--- src/rtl/plate_sequence_lock.sv ---
// Phase-4 pressure-plate lock: accepts a three-byte plate sequence, counts
// mismatches and enforces a timed lockout after MAX_FAILS wrong presses.
module plate_sequence_lock #(
  parameter logic [7:0]  SEQ0           = 8'hAA,
  parameter logic [7:0]  SEQ1           = 8'hCC,
  parameter logic [7:0]  SEQ2           = 8'hF0,
  parameter int unsigned MAX_FAILS      = 3,
  parameter int unsigned LOCKOUT_CYCLES = 16
) (
  input  logic       clk,
  input  logic       reset,
  input  logic       enable,
  input  logic [7:0] plate_in,
  output logic       done,
  output logic       fail,
  output logic       lockout,
  output logic [1:0] stage,
  output logic [1:0] fail_count
);

  localparam int unsigned PW = 8;
  localparam int unsigned CW = 8;
  localparam int unsigned FW = 2;
  localparam int unsigned SW = 2;

  localparam logic [CW-1:0] LOCK_LOAD  = CW'(LOCKOUT_CYCLES - 1);
  localparam logic [FW-1:0] FAIL_LIMIT = FW'(MAX_FAILS);

  typedef enum logic [2:0] {
    ST_IDLE = 3'd0,
    ST_S0   = 3'd1,
    ST_S1   = 3'd2,
    ST_S2   = 3'd3,
    ST_DONE = 3'd4,
    ST_LOCK = 3'd5
  } state_e;

  state_e        state_q, state_d;
  logic [PW-1:0] prev_q;
  logic [CW-1:0] cnt_q, cnt_d;
  logic [FW-1:0] fail_cnt_q, fail_cnt_d;
  logic          done_q, done_d;
  logic          fail_q, fail_d;
  logic          lockout_q, lockout_d;
  logic [SW-1:0] stage_q, stage_d;

  logic          press;
  logic [PW-1:0] expected;
  logic [FW-1:0] fail_inc;

  // A press is a non-zero pattern that differs from last cycle's pattern.
  assign press    = (plate_in != PW'(0)) && (plate_in != prev_q);
  assign fail_inc = fail_cnt_q + FW'(1);

  always_comb begin
    expected = SEQ0;
    case (state_q)
      ST_S1:   expected = SEQ1;
      ST_S2:   expected = SEQ2;
      default: expected = SEQ0;
    endcase
  end

  // Next-state, counters and registered-output values.
  always_comb begin
    state_d    = state_q;
    cnt_d      = cnt_q;
    fail_cnt_d = fail_cnt_q;
    fail_d     = 1'b0;
    stage_d    = SW'(0);

    case (state_q)
      ST_IDLE: begin
        if (enable) state_d = ST_S0;
      end
      ST_S0, ST_S1, ST_S2: begin
        if (!enable) begin
          state_d = ST_IDLE;
        end else if (press) begin
          if (plate_in == expected) begin
            case (state_q)
              ST_S0:   state_d = ST_S1;
              ST_S1:   state_d = ST_S2;
              default: state_d = ST_DONE;
            endcase
          end else begin
            fail_d     = 1'b1;
            fail_cnt_d = fail_inc;
            if (fail_inc == FAIL_LIMIT) begin
              state_d = ST_LOCK;
              cnt_d   = LOCK_LOAD;
            end else begin
              state_d = ST_S0;
            end
          end
        end
      end
      ST_DONE: begin
        state_d = ST_DONE;
      end
      ST_LOCK: begin
        if (cnt_q == CW'(0)) begin
          fail_cnt_d = FW'(0);
          state_d    = enable ? ST_S0 : ST_IDLE;
        end else begin
          cnt_d = cnt_q - CW'(1);
        end
      end
      default: begin
        state_d = ST_IDLE;
      end
    endcase

    case (state_d)
      ST_S1:   stage_d = SW'(1);
      ST_S2:   stage_d = SW'(2);
      ST_DONE: stage_d = SW'(3);
      default: stage_d = SW'(0);
    endcase
    done_d    = (state_d == ST_DONE);
    lockout_d = (state_d == ST_LOCK);
  end

  always_ff @(posedge clk or posedge reset) begin
    if (reset) begin
      state_q    <= ST_IDLE;
      prev_q     <= PW'(0);
      cnt_q      <= CW'(0);
      fail_cnt_q <= FW'(0);
      done_q     <= 1'b0;
      fail_q     <= 1'b0;
      lockout_q  <= 1'b0;
      stage_q    <= SW'(0);
    end else begin
      state_q    <= state_d;
      prev_q     <= plate_in;
      cnt_q      <= cnt_d;
      fail_cnt_q <= fail_cnt_d;
      done_q     <= done_d;
      fail_q     <= fail_d;
      lockout_q  <= lockout_d;
      stage_q    <= stage_d;
    end
  end

  assign done       = done_q;
  assign fail       = fail_q;
  assign lockout    = lockout_q;
  assign stage      = stage_q;
  assign fail_count = fail_cnt_q;

endmodule

--- config.mk ---
export PLATFORM = sky130hd
export DESIGN_NAME = plate_sequence_lock
export DESIGN_NICKNAME = d
export VERILOG_FILES = /design/src/rtl/plate_sequence_lock.sv
export SDC_FILE = /design/constraint.sdc
export NUM_CORES = 1
export LEC_CHECK = 0
export BUFFER_PORTS_ARGS = -buffer_cell sky130_fd_sc_hd__buf_2
export CAP_MARGIN = 20
export CORE_AREA = 2 2 54 56
export DETAILED_ROUTE_END_ITERATION = 10
export DIE_AREA = 0 0 56 58
export GPL_ROUTABILITY_DRIVEN = 0
export PLACE_DENSITY = 0.75
export SYNTH_ARGS = -nofsm -noshare
export SYNTH_HDL_FRONTEND = slang
export SYNTH_SLANG_ARGS = --single-unit
--- constraint.sdc ---
create_clock -name clk -period 3.2 [get_ports clk]
set_input_delay 0.32 -clock clk [delete_from_list [all_inputs] [get_ports clk]]
set_output_delay 0.32 -clock clk [all_outputs]
set_load 0.01 [all_outputs]
==> results of run 1 <==
layout by cell type, fill, tap and decap left out, drive strengths merged, types with 3 or more instances in the layout:
cell type and instances:
nor3 4, o21ai 11, buf 18, clkbuf 4, inv 13, dfrtp 26, xnor2 10, nor2 14
a21oi 5, nand2 12, nand2b 5, a31oi 4, nor2b 3, nor4 3
state kept, by name (all words and copies together), names as in the netlist:
name        cells
cnt_q           8
done            1
fail            1
fail_count      2
lockout         1
prev_q          8
stage           2
state_q         3
per-stage QoR:
| stage | cell area (sq um) | cells |
|---|---|---|
| floorplan | 1440 | 150 |
| global placement | 1545 | 194 |
| detailed placement | 1545 | 194 |
| CTS | 1582 | 198 |
| global route | 1619 | 200 |
| finish | 1619 | 200 |
power by group:
group / internal, W / total (W) / switching [W]
logic: 0.000217 / 0.000490 / 0.000273
clock network: 0.0000694 / 0.000163 / 0.0000934
registers: 0.000421 / 0.000534 / 0.000113
worst min-delay path by stage:
stage,end,slack (ns),cells after the start,startpoint
after floorplan,prev_q[0],0.35,0,plate_in[0]
after global placement,prev_q[7],0.48,1,plate_in[7]
after detailed placement,prev_q[7],0.49,1,plate_in[7]
after CTS,prev_q[7],0.15,1,plate_in[7]
after global routing,prev_q[7],0.13,1,plate_in[7]
final,prev_q[7],0.16,1,plate_in[7]
cell usage after synthesis (2+ instances only):
| cell | count |
|---|---|
| dfrtp_1 | 26 |
| nor2_1 | 14 |
| inv_1 | 12 |
| nand2_1 | 12 |
| xnor2_1 | 10 |
| o21ai_0 | 8 |
| a21oi_1 | 5 |
| a31oi_1 | 4 |
| nand2b_1 | 4 |
| nor3_1 | 4 |
| nor2b_1 | 3 |
| nor4_1 | 3 |
| o21ai_1 | 3 |
| a21o_1 | 2 |
| a2bb2oi_1 | 2 |
| and3b_1 | 2 |
| buf_2 | 2 |
| ha_1 | 2 |
| nand3_1 | 2 |
| nand4_1 | 2 |
| o221ai_1 | 2 |
| or2_2 | 2 |
| or3_1 | 2 |
metal layers:
layer  vias up  share of wire (%)  track usage, %
met5         -                  0               0
met1       555                 45           25.73
met3         8                2.7           3.125
met4         0                2.3           5.442
li1        561                  -               -
met2        19                 50           37.48
final cells by class:
| class | count | area [sq um] | area share, % |
|---|---|---|---|
| timing repair buffer | 19 | 122.6 | 7.573 |
| clock buffer | 4 | 36.28 | 2.241 |
| multi-input combinational | 107 | 719.4 | 44.44 |
| sequential | 26 | 650.6 | 40.19 |
| tap | 31 | 38.79 | 2.396 |
| inverter | 13 | 51.30 | 3.168 |
kinds of logic after synthesis:
logic type / share of synthesized area [%]
buffers and inverters: 4.865
multiplexers: 1.737
XOR/XNOR: 6.081
AND/OR/NAND/NOR: 24.15
flip-flops: 45.18
AO/OA/AOI/OAI: 16.25
adder cells (fa/ha/maj): 1.737
==> results by group, run 1 <==
Run status
  • Outcome: finished, final reports clean

Floorplanning
  • Die area: 3248 sq um
  • I/O pin count: 18
  • Site Rows: 19
  • Core area: 2663 sq um
  • Die W: 56 um
  • Die Ht: 58 um
  • Starting density of the core: 54.09%

Synthesis
  • Synth Register Bits: 26
  • Largest cells by area after synthesis: dfrtp_1, xnor2_1, nor2_1
  • Seq/Total Area, Yosys: 45.18%
  • Ys flop type: dfrtp_1
  • Post-synth EDFFs: 0
  • Fraction of registers with async set/reset: 100.0%
  • Post-Syn Instances: 150
  • Yosys warnings: 0
  • Mean area per synthesized cell: 9.601 sq um
  • Mapped Nets: 163
  • Synth top area share: 45.18%
  • Cell Area, Synth: 1440 sq um
  • Largest area contributor in the netlist: dfrtp_1
  • Synth cell types: 45

Critical path
  • CP startpoint: cnt_q[0]
  • CP cell instances: inv_1 -> ha_1 -> or4b_4 -> o41ai_4 -> a21boi_2 -> nand2b_4 -> inv_4 -> mux2_4
  • R2r setup slk: 0.82 ns
  • Required @ worst endpoint: 3.41 ns
  • Crit path depth: 8
  • CP endpoint: cnt_q[1]
  • CP top delay family: simple AND/OR/NAND/NOR gates
  • Slowest-stage cell, CP: or4b_4
  • Crit path DAT: 2.60 ns
  • R2R Path End: cnt_q[1]
  • Slowest stage delay, CP: 0.53 ns
  • Kind of critical path: reg2reg
  • Startpoint Class: register
  • FF-to-FF path depth: 8
  • Reg-to-reg startpoint: cnt_q[0]
  • CP bufs+invs: 2
  • Crit. End Element: register
  • Max FO, Critical Path: 7

Timing
  • Max Clock Skew: 0.003756 ns
  • Final WS setup: 0.8177 ns
  • Slew Viols, Final: 0
  • Period utilization: 74.45%
  • Hold Slack: 0.1589 ns
  • Fin. Hold Viols: 0
  • Fmax: 419.8 MHz
  • Final setup TNS: 0 ns
  • Tmin final: 2.382 ns
  • Unrepaired setup endpoints after global routing: false
  • Final setup fails: 0
  • Worst slew pin tran: 0.5571 ns
  • Headroom to the max-slew limit: 62.34%

Finish
  • Diode count: 0
  • Net count, final: 183
  • Layout cells sized above 1: 19.53%
  • Filler Cell Count: 233
  • Util after Layout: 60.81%
  • Synth-to-Final Area Change: 12.42%

Power
  • PD cells: 733.4 nW/um^2
  • Max rail drop VDD: 0.4162 mV
  • Final Power: 0.001187 W
  • LEAKAGE: 0.7498 nW

Place
  • Port bufs: 17
  • Place WS: 0.8477 ns
  • DP HPWL: 2196 um

Clock network
  • Number of clock sinks: 26
  • CTS tree: built
  • Clock slew seen by the registers of the worst setup and hold paths: 0.14 ns
  • Hold buffer count at CTS: 0
  • Worst-skew pair later-pin latency: 0.31 ns
  • PostCTS Resize Cnt: 0
  • H-Tree Depth: 1
  • Postcts setup bufs: 0
  • TritonCTS buffer count: 3
  • Clock Path Buffers: 2
  • Clk root buf: clkbuf_4

Global routing
  • Global-route wire length before repair: 5368 um
  • Vias in the first global route: 1,197
  • Largest net degree at the start of global routing: 27
  • Initial antenna violation count: 0
  • Overall Global Routing Usage: 20.59%
  • Total grt overflow: 0

Detailed routing
  • ANT nets after route: 0
  • DRT Pass-1 Iters: 4
  • Total wire length: 2947 um
  • Drt wl/cell: 14.74 um
  • Vias: 1,143
  • Starting DRC count in detailed routing: 29
  • Vias per cell: 5.715
  • DRC: 0

Run
  • Max-cap violations: 0

Min path
  • Worst Hold Class: in2reg
Power figures use the tool's default switching activity.
==> inputs of run 2 (changes only) <==
Settings changed: CORE_AREA 2 2 54 56 to 2 2 57 59, DIE_AREA 0 0 56 58 to 0 0 59 61, PLACE_DENSITY 0.75 to 0.71.
Clock period 3.2 ns to 2.19 ns, I/O delays scaled along.
==> run 2 against run 1 <==
  * The run now ends with negative setup slack left
  * Die area is 11% higher
  * Sequential share of layout area is 3.3 points lower
  * Cell area is 8.9% higher
  * Register-to-register slack worse by 0.84 ns
  * Total power is 69% higher
  * First-iteration DRC count is 28% higher
  * Wire length is 10% higher
==> results by group, run 2 (synthesized netlist as in run 1, its figures left out) <==
Run status
  • Outcome: complete, but fails checks (was finished, final reports clean)
  • Violated checks: negative setup slack

Critical path
  • Startpoint Class: register (unchanged)
  • FF-to-FF path depth: 8 (unchanged)
  • R2r setup slk: -0.03 ns (was 0.82 ns)
  • Crit path DAT: 2.43 ns (was 2.60 ns)
  • Crit. End Element: register (unchanged)
  • Reg-to-reg startpoint: cnt_q[0] (unchanged)
  • R2R Path End: cnt_q[1] (unchanged)
  • Max FO, Critical Path: 7 (unchanged)
  • Kind of critical path: reg2reg (unchanged)
  • Required @ worst endpoint: 2.41 ns (was 3.41 ns)

Timing
  • Slew Viols, Final: 0 (unchanged)
  • Worst slew pin tran: 0.3901 ns (was 0.5571 ns)
  • Tmin final: 2.216 ns (was 2.382 ns)
  • Period utilization: 101.2% (was 74.45%)
  • Fmax: 451.2 MHz (was 419.8 MHz)
  • Fin. Hold Viols: 0 (unchanged)
  • Final WS setup: -0.02635 ns (was 0.8177 ns)
  • Headroom to the max-slew limit: 73.72% (was 62.34%)
  • Max Clock Skew: 0.01011 ns (was 0.003756 ns)
  • Final setup fails: 1 (was 0)
  • Unrepaired setup endpoints after global routing: true (was false)

Finish
  • Commonest cells after routing, fill and taps aside: dfrtp_1, buf_2, buf_4, nor2_1, nand2_1 (was dfrtp_1, buf_2, nor2_1, nand2_1, inv_1)
  • Diode count: 0 (unchanged)
  • Filler Cell Count: 259 (was 233)
  • Design Area, Final: 1763 sq um (was 1619 sq um)
  • Commonest non-fill, non-tap cell in the layout: dfrtp_1 (unchanged)
  • Layout cells sized above 1: 28.96% (was 19.53%)
  • Top Registers: cnt_q x8, prev_q x8, state_q x3 (unchanged)
  • Net count, final: 197 (was 183)
  • Util after Layout: 59.70% (was 60.81%)
  • Synth-to-Final Area Change: 22.42% (was 12.42%)

Detailed routing
  • Total wire length: 3252 um (was 2947 um)
  • Vias: 1,218 (was 1,143)
  • DRT Pass-1 Iters: 4 (unchanged)
  • Drt wl/cell: 15.06 um (was 14.74 um)
  • DRC: 0 (unchanged)
  • Vias per cell: 5.639 (was 5.715)
  • Starting DRC count in detailed routing: 37 (was 29)
  • ANT nets after route: 0 (unchanged)

Global routing
  • Vias in the first global route: 1,256 (was 1,197)
  • Initial antenna violation count: 0 (unchanged)
  • Total grt overflow: 0 (unchanged)
  • Largest net degree at the start of global routing: 27 (unchanged)
  • Global-route wire length before repair: 5451 um (was 5368 um)
  • Overall Global Routing Usage: 20.19% (was 20.59%)

Floorplanning
  • I/O pin count: 18 (unchanged)
  • Site Rows: 20 (was 19)
  • Core area: 2953 sq um (was 2663 sq um)
  • Starting density of the core: 48.77% (was 54.09%)
  • Die area: 3599 sq um (was 3248 sq um)
  • Die Ht: 61 um (was 58 um)
  • Die W: 59 um (was 56 um)

Power
  • PD cells: 1139 nW/um^2 (was 733.4 nW/um^2)
  • LEAKAGE: 0.8141 nW (was 0.7498 nW)
  • Max rail drop VDD: 0.5955 mV (was 0.4162 mV)

Place
  • DP HPWL: 2252 um (was 2196 um)
  • Port bufs: 17 (unchanged)
  • Area post-placement: 1645 sq um (was 1545 sq um)

Clock network
  • Clock Path Buffers: 2 (unchanged)
  • Clk root buf: clkbuf_4 (unchanged)
  • Worst-skew pair later-pin latency: 0.32 ns (was 0.31 ns)
  • Clock slew seen by the registers of the worst setup and hold paths: 0.15 ns (was 0.14 ns)
  • TritonCTS buffer count: 3 (unchanged)
  • H-Tree Depth: 1 (unchanged)
  • CTS tree: built (unchanged)
  • Number of clock sinks: 26 (unchanged)

Run
  • Max-cap violations: 0 (unchanged)

Min path
  • Hold Path Origin: plate_in[0] (was plate_in[7])
  • Worst Hold Path EP: prev_q[0] (was prev_q[7])
  • Worst Hold Class: in2reg (unchanged)
  • Cell count of the worst hold path: 1 (unchanged)
run 2: worst max-delay path by stage:
stage / from / to / slack [ns] / cells after the start
2_1_floorplan: cnt_q[0] / cnt_q[1] / 0.00002 / 8
3_3_place_gp: cnt_q[0] / cnt_q[1] / 0.02 / 8
3_5_place_dp: cnt_q[1] / cnt_q[1] / -0.06 / 8
4_1_cts: cnt_q[0] / cnt_q[1] / -0.01 / 8
5_1_grt: cnt_q[0] / cnt_q[1] / -0.13 / 8
6_report: cnt_q[0] / cnt_q[1] / -0.03 / 8
run 2: metrics by stage:
stage	hold slack [ns]	power (W)	setup TNS (ns)	worst slack, ns	cells
4_1_cts	0.02653	0.001975	-0.01228	-0.01228	215
3_5_place_dp	0.2898	0.001603	-0.05649	-0.05649	209
6_report	0.03937	0.002008	-0.02635	-0.02635	216
5_1_grt	0.009795	0.002147	-0.1770	-0.1311	216
2_1_floorplan	0.2504	0.001298	0	0.00002287	150
3_3_place_gp	0.2835	0.001555	0	0.02027	209
run 2: worst max-delay path, cell delays in order, from the launching register on:
cell	delay [ns]
dfrtp_1	0.41
inv_2	0.08
ha_4	0.14
or4b_4	0.51
o41ai_4	0.26
a21boi_2	0.23
nand2b_4	0.17
inv_6	0.05
mux2_4	0.29
run 2: what timing repair did:
| action | 4_1_cts | 5_1_grt |
|---|---|---|
| setup endpoints to repair | 2 | 5 |
| gates resized for setup | 5 | 4 |
| pin swaps | 0 | 4 |
| endpoints found under the hold margin | 26 | 0 |
| hold buffers | 1 | 0 |
| buffers inserted | 1 | 1 |
run 2: layer usage:
| metal | GRT usage, % | routed length [um] | vias up |
|---|---|---|---|
| met5 | 0 | 0 | - |
| met4 | 12.01 | 138 | 0 |
| met3 | 2.559 | 149 | 14 |
| met2 | 34.29 | 1567 | 44 |
| met1 | 24.66 | 1397 | 570 |
| li1 | - | - | 590 |
run 2: final cells by class:
class	instances	area [sq um]	share of cell area, %
Inverter	13	53.80	3.052
Sequential cell	26	650.6	36.91
Timing Repair Buffer	33	207.7	11.78
Clock buffer	3	22.52	1.278
Multi-Input combinational cell	107	757.0	42.94
Tap cell	33	41.29	2.342
Clock inverter	1	30.03	1.703
run 2: power by group:
group / switching, W / internal [W] / leakage [nW]
Combinational: 0.000498 / 0.000427 / 0.472
Sequential: 0.000138 / 0.000616 / 0.315
Clock: 0.000143 / 0.000185 / 0.0279
